==> src/rtl/ibex_instr_mem_pkg.sv <==
// Shared types and constants for the Ibex instruction-fetch memory responder.
package ibex_instr_mem_pkg;

    localparam int MAX_RESP_LATENCY = 4;

    localparam logic [15:0] LFSR_SEED = 16'hACE1;
    // Fibonacci taps 16,14,13,11 as a bit mask over lfsr[15:0]
    localparam logic [15:0] LFSR_TAPS = 16'hB400;

    typedef struct packed {
        logic        valid;
        logic        err;
        logic [31:0] rdata;
    } resp_t;

endpackage

==> src/rtl/ibex_instr_mem_responder_if.sv <==
// Ibex instruction-fetch bus (req/gnt/rvalid) between core and responder.
interface ibex_instr_mem_responder_if;

    logic        instr_req;
    logic [31:0] instr_addr;
    logic        instr_gnt;
    logic        instr_rvalid;
    logic [31:0] instr_rdata;
    logic        instr_err;

    modport master (
        output instr_req, instr_addr,
        input  instr_gnt, instr_rvalid, instr_rdata, instr_err
    );

    modport slave (
        input  instr_req, instr_addr,
        output instr_gnt, instr_rvalid, instr_rdata, instr_err
    );

endinterface

==> src/rtl/ibex_instr_resp_pipe.sv <==
// In-order response delay line; SRAM read data joins the stream at stage 1.
module ibex_instr_resp_pipe
    import ibex_instr_mem_pkg::*;
#(
    parameter int RESP_LATENCY = 1
) (
    input  logic        clk_i,
    input  logic        rst_ni,
    input  logic        i_valid,
    input  logic        i_err,
    input  logic [31:0] i_mem_rdata,
    output resp_t       o_resp
);

    logic  r_valid0;
    logic  r_err0;
    resp_t w_head;

    always_ff @(posedge clk_i or negedge rst_ni) begin
        if (!rst_ni) begin
            r_valid0 <= 1'b0;
            r_err0   <= 1'b0;
        end else begin
            r_valid0 <= i_valid;
            r_err0   <= i_err;
        end
    end

    // Data is forced to zero on errors and idle slots
    always_comb begin
        w_head.valid = r_valid0;
        w_head.err   = r_err0;
        w_head.rdata = (r_valid0 && !r_err0) ? i_mem_rdata : '0;
    end

    if (RESP_LATENCY == 1) begin : g_short
        assign o_resp = w_head;
    end else begin : g_long
        resp_t r_stg [1:RESP_LATENCY-1];

        always_ff @(posedge clk_i or negedge rst_ni) begin
            if (!rst_ni) begin
                for (int i = 1; i < RESP_LATENCY; i++) begin
                    r_stg[i] <= '0;
                end
            end else begin
                r_stg[1] <= w_head;
                for (int i = 2; i < RESP_LATENCY; i++) begin
                    r_stg[i] <= r_stg[i-1];
                end
            end
        end

        assign o_resp = r_stg[RESP_LATENCY-1];
    end

endmodule

==> src/rtl/ibex_instr_mem_responder.sv <==
// Memory-side responder for the Ibex fetch bus over a synchronous SRAM.
// Define IBEX_INSTR_RESP_STALL_INJECT_EN to add LFSR-driven random grant stalls.
module ibex_instr_mem_responder
    import ibex_instr_mem_pkg::*;
#(
    parameter logic [31:0] BASE_ADDR       = 32'h0000_0000,
    parameter int          MEM_AW          = 10,
    parameter int          WAIT_STATES     = 0,
    parameter int          RESP_LATENCY    = 1,
    parameter int          MAX_OUTSTANDING = 2
) (
    input  logic                       clk_i,
    input  logic                       rst_ni,
    ibex_instr_mem_responder_if.slave  bus,
    output logic                       mem_en_o,
    output logic [MEM_AW-1:0]          mem_addr_o,
    input  logic [31:0]                mem_rdata_i
);

    localparam int          OW      = $clog2(MAX_RESP_LATENCY + 2);
    localparam logic [3:0]  WS      = 4'(WAIT_STATES);
    localparam logic [OW-1:0] MAX_OUT = OW'(MAX_OUTSTANDING);
    // 33-bit window bounds so a window ending at 2^32 does not wrap
    localparam logic [32:0] WIN_LO  = {1'b0, BASE_ADDR};
    localparam logic [32:0] WIN_HI  = WIN_LO + (33'd4 << MEM_AW);

    logic [3:0]        r_wait_cnt;
    logic [OW-1:0]     r_outst;
    logic              w_eligible;
    logic              w_slot;
    logic              w_stall;
    logic              w_gnt;
    logic              w_in_range;
    logic [MEM_AW-1:0] w_word;
    resp_t             w_resp;

    assign w_in_range = ({1'b0, bus.instr_addr} >= WIN_LO) &&
                        ({1'b0, bus.instr_addr} <  WIN_HI);
    assign w_word     = MEM_AW'((bus.instr_addr - BASE_ADDR) >> 2);
    assign w_eligible = (r_wait_cnt == WS);
    // A response retiring this cycle frees its slot immediately
    assign w_slot     = (r_outst < MAX_OUT) || w_resp.valid;
    assign w_gnt      = rst_ni && bus.instr_req && w_eligible &&
                        w_slot && !w_stall;

`ifdef IBEX_INSTR_RESP_STALL_INJECT_EN
    logic [15:0] r_lfsr;

    always_ff @(posedge clk_i or negedge rst_ni) begin
        if (!rst_ni) r_lfsr <= LFSR_SEED;
        else         r_lfsr <= {r_lfsr[14:0], ^(r_lfsr & LFSR_TAPS)};
    end

    assign w_stall = r_lfsr[0];
`else
    assign w_stall = 1'b0;
`endif

    // Saturates at WS so a slot-limited request stays eligible
    always_ff @(posedge clk_i or negedge rst_ni) begin
        if (!rst_ni) begin
            r_wait_cnt <= '0;
        end else if (!bus.instr_req || w_gnt) begin
            r_wait_cnt <= '0;
        end else if (!w_eligible) begin
            r_wait_cnt <= r_wait_cnt + 4'd1;
        end
    end

    always_ff @(posedge clk_i or negedge rst_ni) begin
        if (!rst_ni) begin
            r_outst <= '0;
        end else begin
            case ({w_gnt, w_resp.valid})
                2'b10:   r_outst <= r_outst + OW'(1);
                2'b01:   r_outst <= r_outst - OW'(1);
                default: r_outst <= r_outst;
            endcase
        end
    end

    ibex_instr_resp_pipe #(
        .RESP_LATENCY (RESP_LATENCY)
    ) u_pipe (
        .clk_i       (clk_i),
        .rst_ni      (rst_ni),
        .i_valid     (w_gnt),
        .i_err       (w_gnt && !w_in_range),
        .i_mem_rdata (mem_rdata_i),
        .o_resp      (w_resp)
    );

    assign bus.instr_gnt    = w_gnt;
    assign bus.instr_rvalid = w_resp.valid;
    assign bus.instr_rdata  = w_resp.rdata;
    assign bus.instr_err    = w_resp.err;
    assign mem_en_o         = w_gnt && w_in_range;
    assign mem_addr_o       = w_word;

endmodule

==> src/flat_wrapper.sv <==
// flat-port wrapper written by rule: the top's interface ports become plain ports
module ibex_instr_mem_responder_flat import ibex_instr_mem_pkg::*;
#(
    parameter logic [31:0] BASE_ADDR       = 32'h0000_0000,
    parameter int          MEM_AW          = 10,
    parameter int          WAIT_STATES     = 0,
    parameter int          RESP_LATENCY    = 1,
    parameter int          MAX_OUTSTANDING = 2
)
  (clk_i, rst_ni, mem_en_o, mem_addr_o, mem_rdata_i, bus_instr_req, bus_instr_addr, bus_instr_gnt, bus_instr_rvalid, bus_instr_rdata, bus_instr_err);
  ibex_instr_mem_responder_if bus_i ();
  input  logic clk_i;
  input  logic rst_ni;
  output logic mem_en_o;
  output logic [MEM_AW-1:0] mem_addr_o;
  input  logic [31:0] mem_rdata_i;
  input wire logic [$bits(bus_i.instr_req)-1:0] bus_instr_req;
  input wire logic [$bits(bus_i.instr_addr)-1:0] bus_instr_addr;
  output wire logic [$bits(bus_i.instr_gnt)-1:0] bus_instr_gnt;
  output wire logic [$bits(bus_i.instr_rvalid)-1:0] bus_instr_rvalid;
  output wire logic [$bits(bus_i.instr_rdata)-1:0] bus_instr_rdata;
  output wire logic [$bits(bus_i.instr_err)-1:0] bus_instr_err;
  assign bus_i.instr_req = bus_instr_req;
  assign bus_i.instr_addr = bus_instr_addr;
  assign bus_instr_gnt = bus_i.instr_gnt;
  assign bus_instr_rvalid = bus_i.instr_rvalid;
  assign bus_instr_rdata = bus_i.instr_rdata;
  assign bus_instr_err = bus_i.instr_err;
  ibex_instr_mem_responder #(.BASE_ADDR(BASE_ADDR), .MEM_AW(MEM_AW), .WAIT_STATES(WAIT_STATES), .RESP_LATENCY(RESP_LATENCY), .MAX_OUTSTANDING(MAX_OUTSTANDING)) u_core (.clk_i(clk_i), .rst_ni(rst_ni), .bus(bus_i), .mem_en_o(mem_en_o), .mem_addr_o(mem_addr_o), .mem_rdata_i(mem_rdata_i));
endmodule
==> config.mk <==
export PLATFORM = sky130hd
export DESIGN_NAME = ibex_instr_mem_responder_flat
export DESIGN_NICKNAME = d
export VERILOG_FILES = /design/src/rtl/ibex_instr_mem_pkg.sv /design/src/rtl/ibex_instr_mem_responder_if.sv /design/src/rtl/ibex_instr_resp_pipe.sv /design/src/rtl/ibex_instr_mem_responder.sv /design/src/flat_wrapper.sv
export SDC_FILE = /design/constraint.sdc
export NUM_CORES = 1
export LEC_CHECK = 0
export ABC_AREA = 1
export CAP_MARGIN = 20
export CELL_PAD_IN_SITES_DETAIL_PLACEMENT = 0
export CELL_PAD_IN_SITES_GLOBAL_PLACEMENT = 1
export CORE_MARGIN = 2
export CORE_UTILIZATION = 13
export CTS_CLUSTER_DIAMETER = 200
export DETAILED_ROUTE_END_ITERATION = 12
export GPL_TIMING_DRIVEN = 0
export HOLD_SLACK_MARGIN = 0.03
export PLACE_DENSITY = 0.79
export SLEW_MARGIN = 20
export SYNTH_ARGS = -nofsm -noshare
export SYNTH_HDL_FRONTEND = slang
export SYNTH_SLANG_ARGS = --single-unit
==> constraint.sdc <==
create_clock -name clk_i -period 1.9 [get_ports clk_i]
set_input_delay 0.19 -clock clk_i [delete_from_list [all_inputs] [get_ports clk_i]]
set_output_delay 0.19 -clock clk_i [all_outputs]
set_load 0.01 [all_outputs]
* Word-level counts from Yosys, hierarchy flattened
Cells that the tools add are included.
** Storage, ports and cells
- Register bits after elaboration :: 9
** Operators by class
- Add/subtract/negate cells :: 3
- Order comparisons :: 2
- Eq/ne operators :: 3
- Mux-type cells :: 4
- Reduce and logical (&&, ||, !) cells :: 13
** Operator list (number)
- $lt 32x13->1 const B :: 1
- $mux 32 :: 1
- $mux 4 :: 2
- $logic_and 1x1->1 :: 6
- $pmux 3 s2 :: 1
- $add 4x1->4 const B :: 1
- $logic_not 4->1 :: 1
- $add 3x1->3 const B :: 1
- $logic_not 1->1 :: 3
- $lt 3x2->1 const B :: 1
- $sub 3x1->3 const B :: 1
- $eq 2x1->1 const B :: 1
- $eq 2x2->1 const B :: 1
- $logic_or 1x1->1 :: 2
- $ne 2x2->1 const B :: 1
- $reduce_bool 2->1 :: 1

* Longest topological paths before layout
Gate-level depths: netlist (run 1).
- Word-level depth :: 5
- Mapped depth :: 12
- Mapped depth without buffers :: 12

* Hierarchy
A second synthesis (run 1) with hierarchy kept.
** Unflattened totals
- Cells, all modules :: 148
- Area, all modules :: 997.2 um^2
** By module, submodules not included
- ibex_instr_mem_responder :: instances 1, cells each 75, area an instance 573.0 um^2, seq. area each 175.2 um^2
- ibex_instr_resp_pipe :: instances 1, cells each 73, area an instance 424.2 um^2, seq. area each 50.0 um^2

* Worst setup path before layout (run 1)
OpenSTA, ideal clock, no wires.
- Path kind :: register to register
- From :: reg u_core.r_wait_cnt[0]
- To :: reg u_core.r_outst[2]
- Setup time :: 80 ps
- Arrival :: 1713 ps
- Required time :: 1820 ps
- Path slack :: 107 ps
- Cell stages (with the launch flop) :: 13
- Period minus slack after synthesis :: 1793 ps
- Cell sequence :: dfrtp_1 inv_1 ha_1 nand2_2 nor2_4 nand2_4 ha_1 inv_2 fa_1 nor2_1 nor2_1 nand2_1 xnor2_1
** Between the ends
- Word-level cells in the longest chain between the ends :: 5
- Elaborated cells on any way between the ends :: 7
** RTL lines
- start: declaration :: line ibex_instr_mem_responder.sv:27 : logic [3:0] r_wait_cnt;
- start signal: assignment :: line ibex_instr_mem_responder.sv:66 : r_wait_cnt <= r_wait_cnt + 4'd1;
- $logic_not 4->1 * :: line ibex_instr_mem_responder.sv:40 : assign w_eligible = (r_wait_cnt == WS);
- $logic_and 1x1->1 * (2 in a row) :: line ibex_instr_mem_responder.sv:43 : assign w_gnt = rst_ni && bus.instr_req && w_eligible &&
- $eq 2x1->1 / $eq 2x2->1 (equally long branches) :: line ibex_instr_mem_responder.sv:74 : case ({w_gnt, w_resp.valid})
- $pmux 3 s2 / $reduce_bool 2->1 (equally long branches)
- end signal: assignment :: line ibex_instr_mem_responder.sv:75 : 2'b10: r_outst <= r_outst + OW'(1);
- end signal: assignment :: line ibex_instr_mem_responder.sv:76 : 2'b01: r_outst <= r_outst - OW'(1);
- end signal: assignment :: line ibex_instr_mem_responder.sv:77 : default: r_outst <= r_outst;
- end: declaration :: line ibex_instr_mem_responder.sv:28 : logic [OW-1:0] r_outst;
Every way passes the cells marked *; elsewhere a longest branch is shown, timed or not.
A chain may end at the register's enable or synchronous reset.

* Worst setup path in the final report (run 1)
- From :: reg u_core.r_wait_cnt[1]
- To :: reg u_core.r_outst[1]
Same word-level chain as after synthesis.

==> results.md, run 1 <==
Synth:
- The synthesized netlist devotes 6.50% of its cell area to adder and majority cells.
- After technology mapping, the gate count stands at 147.
- The post-synthesis simple-gate area fraction is 33.2%.
- In this run, synthesis produced a sequential element count of 9.
- Yosys printed 0 warnings.
- The mean area per synthesized cell is 6.03 µm².
- The parity-gate share of the synthesized area counting xor and xnor cells is 4.94%.
- The compound-cell area share of the yosys netlist is 1.98%.
- After synthesis, flip-flops and latches occupy 25.4% of the total area.
- By area, the combinational part of the netlist is dominated by simple AND/OR/NAND/NOR gates.
- The mapped cell area is 886 µm².
- The number of library cell types mapped by synthesis is 20.
- In the synthesized netlist, mux cells make up 0% of the area.
- The number of nets handed over by synthesis was 218.

Clocking:
- Clock tree synthesis inserted a total of 3 buffers.
- The worst-case clock buffer depth is 2.
- Clock latency on the worst-skew pair, taken at its later pin, is 0.23 ns.
- CTS built an H-tree with a depth of 1.
- CTS saw 9 sinks.
- The clock root buffer is clkbuf_8.
- TritonCTS built the clock tree.
- Clock-pin slew was measured on the worst setup and hold paths at 0.05 ns.

Worst setup path:
- The critical path depth is 9.
- The setup path with the least slack is of type flop to flop.
- The worst setup path is launched from a flop.
- The critical path starts at u_core.r_wait_cnt[1].
- The kind of cell adding the most delay to the critical path is adder cells.
- The number of buffers and inverters on the critical path is 2.
- At the worst endpoint, the required time is 2.06 ns.
- In this run the worst setup path terminates at u_core.r_outst[1].
- The startpoint identified for the worst register-to-register timing path is u_core.r_wait_cnt[1].
- The register-to-register setup slack is 0.1 ns.
- The capturing point of the worst reg2reg path is u_core.r_outst[1].
- The largest stage delay on the critical path is 0.43 ns.
- The maximum fanout along the worst path is 5.
- The cell count of the worst reg-to-reg path is 9.
- The critical path endpoint category is a flop.
- The cell type of the slowest stage on the worst timing path is fa_2.
- In this design, the critical path's most frequently occurring cell is inv_2.
- The signal arrival time at the worst endpoint is 1.96 ns.
- The signal on the critical path passes through inv_2 -> ha_1 -> nand2_2 -> nor2_4 -> nand2_4 -> ha_4 -> inv_2 -> fa_2 -> o21ai_1.

Timing:
- The final number of max-transition violations came to 0.
- The shortest period the worst path allows is 1.80 ns.
- For the pin with the worst max-slew slack, the measured transition is 0.409 ns.
- Hold is met by 0.469 ns.
- The final number of hold-violating endpoints is 0.
- The final number of setup-violating endpoints is 0.
- The worst path uses 94.9% of the clock period.
- In this run the tightest slew margin relative to its limit is 72.6%.
- Setup repair after global routing could not meet its margin everywhere.
- The post-route clock skew is 0.00171 ns.
- The achievable frequency is 555 MHz.

Route:
- The residual antenna-violating net count after detailed routing is 0.
- The per-cell routed wire length is 8.39 µm.
- After detailed routing, the number of vias per cell comes to 3.42.
- In this run, the number of DRC markers left after iteration 0 of detailed routing was 13.
- The routed wire length is 2840 µm.
- The total number of vias is 1,160.
- The total iterations of the first detailed-routing run is 4.
- For this run, design rule violations remaining after detail routing come to 0.

Global routing:
- After global routing the overflow that remains totals 0.
- The first global-routing pass estimated 4150 µm of wire.
- The number of antenna violations at the first check in global routing is 0.
- The global-route usage over all layers is 6.77%.
- The pin count of the biggest net entering global routing is 11.
- The number of global-route vias before repair is 1,035.

Layout:
- The utilization after layout is 32.1%.
- The most common cell after layout, fill and taps aside is clkdlybuf4s50_1.
- The number of non-filler instances in the completed layout is 339.
- The antenna diode instance count is 0.
- In the layout the commonest cells are 87 x clkdlybuf4s50_1, 51 x nor2_1, 38 x inv_1.
- The post-synthesis to final-layout area growth is 142%.
- The fraction of final layout cells sized beyond drive strength 1 is 13.9%.
- The finished cells cover 2140 µm².
- The number of nets in the layout is 331.

Placed design:
- Detailed placement ended at an HPWL of 2360 µm.
- The number of buffers added on ports is 100.
- The post-place instance area is 1990 µm².
- The post-placement cell count is 327.
- The placer's final routability congestion estimate is 0.690.

Floorplan:
- The starting density of the core is 13.3%.
- The overall die area is 7490 µm².
- In this run the standard cell core region covers 6680 µm².
- Measured along the x axis, the die boundary spans 86.6 µm.
- The floorplan has 30 rows.
- In this run the vertical extent of the chip is 86.6 µm.
- The number of top-level pins is 113.

Min path:
- The path category of the worst min-delay check is flop to flop.

Power and ir drop:
- Across the VDD grid, the largest voltage drop is 0.503 mV.
- Summed over all cells, the static leakage comes to 1.21 nW.
- The power density normalized to cell area is 564 nW/µm².

Run:
- Across the run, the number of max-cap violations was 0.

Outcome:
- The flow ran to the end, and the final reports show no timing, DRC or antenna violations.
-- per-layer routing --
layer	share of wire [%]	global-route usage [%]
met4	0	0.852
met2	49	12.5
met3	14	3.24
met1	38	7.12
met5	0	0
-- power by group --
group	leakage, nW	internal (W)	switching (W)
logic	1.07	0.000426	0.000295
clock network	0.0255	0.000143	0.0000755
registers	0.119	0.000237	0.0000329
-- cell type report --
class,count,area (µm²)
Buffer,13,97.6
Clock buffer,3,41.3
Clock inverter,1,5.00
Fill cell,707,4540
Inverter,42,158
Multi-Input combinational cell,83,430
Sequential cell,9,225
Tap cell,80,100
Timing Repair Buffer,108,1090
-- worst min path at each step --
stage	endpoint	cells after the start	start
final	u_core.r_outst[2]	1	u_core.r_outst[2]
after global routing	u_core.r_outst[2]	1	u_core.r_outst[2]
after CTS	u_core.r_outst[2]	1	u_core.r_outst[2]
after detailed placement	u_core.r_outst[2]	1	u_core.r_outst[2]
after global placement	u_core.r_outst[2]	1	u_core.r_outst[2]
after floorplan	u_core.r_outst[0]	0	rst_ni
-- Yosys cell counts --
cell type | n | share of area, %
o21bai_1 | 1 | 0.85
dfrtp_1 | 9 | 25
nand2_4 | 1 | 1.3
o21ai_1 | 1 | 0.56
inv_2 | 3 | 1.3
nor2_2 | 1 | 0.71
buf_4 | 10 | 8.5
xor2_1 | 3 | 3.0
xnor2_1 | 2 | 2.0
ha_1 | 3 | 4.2
nand2_1 | 12 | 5.1
fa_1 | 1 | 2.3
buf_2 | 3 | 1.7
nand3_1 | 2 | 1.1
and2_0 | 1 | 0.71
nor2_4 | 1 | 1.3
nor2_1 | 51 | 22
nand2_2 | 2 | 1.4
o21ai_0 | 1 | 0.56
inv_1 | 39 | 17
-- kinds of logic (layout without fill, tap and decap cells) --
group,count (synthesis),count (layout)
flip-flops,9,9
XOR/XNOR,5,5
AND/OR/NAND/NOR,71,71
AO/OA/AOI/OAI,3,3
buffers and inverters,55,167
adder cells (fa/ha/maj),4,4
-- sequential cells by signal, summed over array words and instances, names as in the netlist --
| register | flops |
|---|---|
| u_core.u_pipe.r_err0 | 1 |
| u_core.u_pipe.r_valid0 | 1 |
| u_core.r_outst | 3 |
| u_core.r_wait_cnt | 4 |
-- worst reg2reg max path, stage by stage, from the launching register on --
cell and delay [ns]:
dfrtp_1 0.39, inv_2 0.06, ha_1 0.15, nand2_2 0.10, nor2_4 0.14, nand2_4 0.08, ha_4 0.17, inv_2 0.07
fa_2 0.43, o21ai_1 0.14
-- through the flow --
stage                     setup TNS (ns)  power, W  setup slack [ns]
after floorplan                        0  0.000569             0.107
after global placement             -1.18  0.000924            -0.331
after detailed placement           -1.26  0.000936            -0.376
after CTS                              0   0.00117            0.0268
after global routing             -0.0283   0.00131           -0.0264
final                                  0   0.00121            0.0973
-- what timing repair did --
action / in CTS / in global routing
hold endpoints to repair: 9 / 0
endpoints found under the setup margin: 21 / 20
resized for setup: 5 / 20
buffers inserted: 1 / 6
gates cloned: 0 / 0
pin swaps: 0 / 4
hold buffers: 1 / 0
Power figures use the tool's default switching activity.
==> inputs of run 2 (changes only) <==
--- a/config.mk
+++ b/config.mk
@@ -16,7 +16,7 @@
 export GPL_TIMING_DRIVEN = 0
 export HOLD_SLACK_MARGIN = 0.03
 export PLACE_DENSITY = 0.79
-export SLEW_MARGIN = 20
+export SLEW_MARGIN = 15
 export SYNTH_ARGS = -nofsm -noshare
 export SYNTH_HDL_FRONTEND = slang
 export SYNTH_SLANG_ARGS = --single-unit
==> results of run 2 <==
No change in the layout: final DEF, timing and power equal those of run 1.
==> inputs of run 3 (changes only) <==
--- a/config.mk
+++ b/config.mk
@@ -14,9 +14,10 @@
 export CTS_CLUSTER_DIAMETER = 200
 export DETAILED_ROUTE_END_ITERATION = 12
 export GPL_TIMING_DRIVEN = 0
-export HOLD_SLACK_MARGIN = 0.03
 export PLACE_DENSITY = 0.79
+export RECOVER_POWER = 100
 export SLEW_MARGIN = 15
 export SYNTH_ARGS = -nofsm -noshare
 export SYNTH_HDL_FRONTEND = slang
 export SYNTH_SLANG_ARGS = --single-unit
+export TNS_END_PERCENT = 20
==> results.md, run 3 (synthesized netlist as in run 1, its figures left out) <==
Outcome:
- The final reports fail on hold timing.
- The flow ran to the end, but the final reports show violations.

Global routing:
- The first global-routing pass estimated 4060 µm of wire.
- Entering global routing, the biggest net connects 11 pins.
- Global routing consumed, over all layers together, 6.69% of the routing resources.
- The number of global-route vias before repair is 1,020.
- The global-route congestion overflow total is 0.
- The number of antenna violations at the first check in global routing is 0.

Worst setup path:
- The signal arrival time at the worst endpoint is 1.62 ns.
- The capturing point of the worst reg2reg path is u_core.r_outst[1].
- The number of buffers and inverters on the critical path is 3.
- In this run the critical register-to-register path is launched from u_core.r_wait_cnt[1].
- The worst setup path is captured at an output pin.
- For this run, the slowest stage of the critical path takes 0.54 ns.
- The worst register-to-register path has a depth of 9.
- The kind of cell adding the most delay to the critical path is buffers and inverters.
- The type of element launching the critical path is a flop.
- The critical path goes through inv_1 -> nand2_2 -> buf_2 -> nor2_1 -> clkdlybuf4s50_1.
- The register-to-register setup slack is 0.14 ns.
- Data on the critical path is required at its endpoint by 1.71 ns.
- In this run the worst path has a maximum fanout of 10.
- On the critical path, the stage with the largest delay is an instance of clkdlybuf4s50_1.
- The class of the most critical setup path is flop to output pin.

Floorplan:
- The die boundary width is 86.6 µm.
- The floorplan step set the die height to 86.6 µm.
- The initialized floorplan defines 30 standard-cell rows.
- The starting density of the core is 13.3%.
- The core area is 6680 µm².
- The overall die area is 7490 µm².
- 113 I/O pins were placed.

Layout:
- The area taken by flip-flops and latches is 225 µm².
- The fraction of final layout cells sized beyond drive strength 1 is 11.8%.
- At the end of the flow, the number of nets in the layout was 327.
- Leaving out fill and tap cells, the most frequent cells in the layout are 78 x clkdlybuf4s50_1, 51 x nor2_1, 39 x inv_1.
- The area used by multi-input combinational logic is 415 µm².
- For this run, the share of the core covered by cells in the final layout is 31.2%.
- The repair_antennas step left the layout with diodes totalling 0.
- The filler cell count is 704.
- The register with the most flip-flops in the layout has 4 of them.
- The register with the highest flop count is u_core.r_wait_cnt.
- The summed area of non-filler cells in the final layout is 2090 µm².
- In the final layout, the registers with the most flip-flops are u_core.r_wait_cnt: 4 flops, u_core.r_outst: 3 flops.
- The most common cell after layout, fill and taps aside is clkdlybuf4s50_1.
- The post-synthesis to final-layout area growth is 136%.

Clocking:
- CTS built an H-tree with a depth of 1.
- The later pin in the worst-skew pair is clocked with a latency of 0.23 ns.
- TritonCTS built the clock tree.
- The tree built by TritonCTS fans out to 9 sinks.
- The post-cts hold buffer count is 0.
- Clock tree synthesis selected as its root buffer the cell clkbuf_8.
- The clock input transition at the sequential cells of the worst setup and hold paths is 0.04 ns.
- Buffers inserted during clock tree synthesis total 3.
- The clock passes through at most 2 buffers.

Route:
- For this block, the initial DRC count from the detailed router was 14.
- The total number of vias is 1,142.
- The final layout contains routed wiring with a total length of 2740 µm.
- The detailed-route DRC error count is 0.
- After detailed routing, the average wire length per cell comes to 8.17 µm.
- Dividing the detail-routed via count by the number of cells gives 3.41.
- The total iterations of the first detailed-routing run is 4.
- The detail route stage leaves a number of antenna-violating nets equal to 0.

Power and ir drop:
- The maximum ir drop on the vdd rail is 0.501 mV.
- For this design the ratio of total power to cell area is 553 nW/µm².
- Summed over all cells, the static leakage comes to 1.18 nW.

Placed design:
- During placement, the flow inserted port buffers numbering 100.
- Once placement finished, the instance area stood at 1990 µm².
- The placer's final routability congestion estimate is 0.690.
- The HPWL after detailed placement is 2360 µm.

Timing:
- Setup violations remaining at the end of the flow were counted as 0.
- Setup repair after global routing could not meet its margin everywhere.
- Between clock sinks in the finished design, the worst skew comes to 0.00233 ns.
- The final number of max-transition violations is 0.
- The final number of hold-violating endpoints is 9.
- The achievable frequency is 553 MHz.
- After layout, the minimum clock period comes to 1.81 ns.
- The headroom to the max-slew limit is 72.9%.
- The final clock period utilization by the worst path is 95.1%.
- The hold slack is -0.0106 ns.
- The pin slew with the least headroom to its limit is 0.407 ns.

Run:
- The max capacitance violation total is 0.

Min path:
- The min-delay analysis places its worst path in the category primary input to async pin.
[run 3: where the power goes]
group / total, W / internal (W) / switching, W
Combinational: 0.000667 / 0.000386 / 0.000281
Sequential: 0.000269 / 0.000237 / 0.0000322
Clock: 0.000218 / 0.000143 / 0.0000748
Total: 0.00115 / 0.000765 / 0.000388
[run 3: worst max path at each step]
stage                               from                 end  slack (ns)  cells past startpoint
finish              u_core.u_pipe.r_err0  bus_instr_rdata[1]        0.09                      5
floorplan           u_core.r_wait_cnt[0]   u_core.r_outst[2]        0.11                     12
detailed placement                rst_ni   u_core.r_outst[1]       -0.38                      8
global placement                  rst_ni   u_core.r_outst[1]       -0.33                      8
global route        u_core.u_pipe.r_err0  bus_instr_rdata[1]       -0.01                      5
CTS                 u_core.u_pipe.r_err0  bus_instr_rdata[2]       -0.05                      5
[run 3: layer usage]
layer  GRT usage, %  up-vias  routed length, µm
li1               -      611                  -
met1           7.00      458               1030
met4          0.852        0                  0
met3           3.24        0                383
met2           12.4       73               1330
met5              0        -                  0
[run 3: area by class of cell]
class	count	area share, %
inverter	42	7.55
timing repair buffer	104	50.3
sequential	9	10.8
tap	80	4.80
buffer	13	4.44
multi-input combinational	83	19.9
clock inverter	1	0.240
clock buffer	3	1.98
[run 3: per-stage QoR]
step / power [W] / hold WS, ns / setup TNS, ns / cells / setup WS (ns)
2_1_floorplan: 0.000569 / -0.106 / 0 / 147 / 0.107
3_3_place_gp: 0.000924 / 0.461 / -1.18 / 327 / -0.331
3_5_place_dp: 0.000936 / 0.462 / -1.26 / 327 / -0.376
4_1_cts: 0.00116 / 0.00260 / -0.244 / 332 / -0.0520
5_1_grt: 0.00125 / 0.0274 / -0.0325 / 335 / -0.0147
6_report: 0.00115 / -0.0106 / 0 / 335 / 0.0930
[run 3: timing repair]
item                                    4_1_cts  5_1_grt
cloned                                        0        0
gates resized for setup                       3       14
hold endpoints to repair                      0        0
setup buffers                                 1        3
pin swaps                                     0        1
endpoints found under the setup margin       21       32
==> RTL change (settings of run 1) <==
The option `IBEX_INSTR_RESP_STALL_INJECT_EN` is turned on by a define.
--- a/src/rtl/ibex_instr_mem_responder.sv
+++ b/src/rtl/ibex_instr_mem_responder.sv
@@ -1,4 +1,6 @@
 // Memory-side responder for the Ibex fetch bus over a synchronous SRAM.
 // Define IBEX_INSTR_RESP_STALL_INJECT_EN to add LFSR-driven random grant stalls.
+`define IBEX_INSTR_RESP_STALL_INJECT_EN
+
 module ibex_instr_mem_responder
     import ibex_instr_mem_pkg::*;
Function: changed (Yosys sat finds a counterexample within 4 cycles, from zero or initial values and one cycle with rst_ni low).
==> RTL change against run 1 <==
Cell count rose by 21%. Critical endpoint is now u_core.r_outst[2]. Sequential cell count rose by 16. Critical path type unchanged. Highest routed layer is now met4. Synthesized area rose by 50%. Wire length rose by 37%. Design area rose by 24%. Hold slack got worse by 0.11 ns. Worst setup slack got worse by 0.0028 ns. Total power rose by 31%.
==> RTL change: results (changes against run 1) <==
status: complete, no violations (unchanged)
clock skew: 0.00129 ns (was 0.00171 ns)
max FFs per register: 16 (was 4)
sequential share of the synthesized area: 47.8% (was 25.4%)
placed cells: 399 (was 327)
CP max FO: 3 (was 5)
vias in the first global route: 1,282 (was 1,035)
routability cong.: 0.711 (was 0.690)
Least-Margin Pin Slew: 0.781 ns (was 0.409 ns)
HP Start: u_core.r_lfsr[8] (was u_core.r_outst[2])
LEAKAGE: 1.67 nW (was 1.21 nW)
fin cells: 410 (was 339)
Post-Synth XOR/XNOR Area: 5.27% (was 4.94%)
Syn Nets: 237 (was 218)
Synth area leaders: dfrtp_1 32%, dfstp_2 16%, nor2_1 14%, inv_1 12%, buf_4 5.6% (was dfrtp_1 25%, nor2_1 22%, inv_1 17%, buf_4 8.5%, nand2_1 5.1%)
Skew-Pair Late Insertion Delay: 0.26 ns (was 0.23 ns)
Critical Path AT: 2.00 ns (was 1.96 ns)
most frequent cells after synthesis: 49 x nor2_1, 42 x inv_1, 17 x dfrtp_1 (was 51 x nor2_1, 39 x inv_1, 12 x nand2_1)
DRT iter0 DRCs: 49 (was 13)
Synth Area in Compound Gates: 1.69% (was 1.98%)
final setup margin: 0.0946 ns (was 0.0973 ns)
Worst-path clk slew: 0.09 ns (was 0.05 ns)
share of layout cells above drive strength 1: 14.8% (was 13.9%)
dpl hpwl: 2850 microns (was 2360 microns)
Yosys cell types: 21 (was 20)
largest registers: u_core.r_lfsr (16), u_core.r_wait_cnt (4), u_core.r_outst (3) (was u_core.r_wait_cnt (4), u_core.r_outst (3))
Nets: 349 (was 331)
first-pass GRT wire length: 5960 microns (was 4150 microns)
Syn Inst Count: 166 (was 147)
Post-Synth Adder-Cell Area: 4.33% (was 6.50%)
WL final: 3900 microns (was 2840 microns)
==> RTL change: cell types whose count changed after synthesis, sizes merged, moves of 2 or more <==
cell and change:
nand2 -3, dfrtp +8, inv +2, dfstp +8, xnor2 +2, nor2 -3
==> RTL change: critical path, cell delays in order, from the launching register on <==
cell and delay (ns):
dfrtp_1 0.37, inv_1 0.06, ha_1 0.18, nand2_2 0.08, inv_2 0.04, nand3b_4 0.06, ha_1 0.15, inv_2 0.05
fa_2 0.33, or2_0 0.22, nand2_1 0.08, xnor2_1 0.11
==> RTL change: area by class of cell <==
type | count | area [sq um]
buffer | 13 | 97.6
clock buffer | 3 | 41.3
tap | 133 | 166
inverter | 44 | 165
fill | 1035 | 7210
sequential | 25 | 636
multi-input combinational | 84 | 443
clock inverter | 1 | 8.76
timing repair buffer | 107 | 1100
==> RTL change: power by group through the flow <==
stage / clock, W / sequential (W) / combinational (W)
2_1_floorplan: 0 / 0.000615 / 0.000291
3_3_place_gp: 0 / 0.000618 / 0.000651
3_5_place_dp: 0 / 0.000621 / 0.000661
4_1_cts: 0.000330 / 0.000611 / 0.000671
5_1_grt: 0.000357 / 0.000617 / 0.000736
6_report: 0.000320 / 0.000609 / 0.000657
==> RTL change: kinds of logic (layout without fill, tap and decap cells) <==
group	after synthesis	count (layout)
buf+inv	57	168
xor+xnor	8	8
flops	25	25
fa+ha+maj	4	4
compound gates	4	4
simple gates	68	68
==> RTL change: per-stage QoR <==
stage	hold WS, ns	instance area [sq um]	util (%)
2_1_floorplan	-0.106	1330	-
3_3_place_gp	0.335	2500	25.3
3_5_place_dp	0.337	2500	25.3
4_1_cts	0.359	2590	26.3
5_1_grt	0.365	2650	26.9
6_report	0.356	2650	26.9
==> RTL change: layer usage <==
layer / wire (microns) / GRT usage [%]
met1: 1610 / 7.48
met4: 31 / 1.71
met3: 358 / 1.93
met2: 1900 / 11.6
met5: 0 / 0
==> RTL change: final timing paths <==
path                                           to  cells past startpoint
min in group asynchronous        u_core.r_lfsr[8]                      2
max in group asynchronous  u_core.u_pipe.r_valid0                      2
setup reg to reg                u_core.r_outst[2]                     11
hold / removal                   u_core.r_lfsr[9]                      0
setup / recovery                u_core.r_outst[2]                     11
hold reg to reg                  u_core.r_lfsr[9]                      0
==> RTL change: what timing repair did <==
action                                  CTS  global route
setup buffers                             4             1
hold endpoints to repair                 17             0
pin swaps                                 1             1
endpoints found under the setup margin   35            26
gates cloned                              0             0
hold buffers                              2             0
gates resized for setup                  18            28
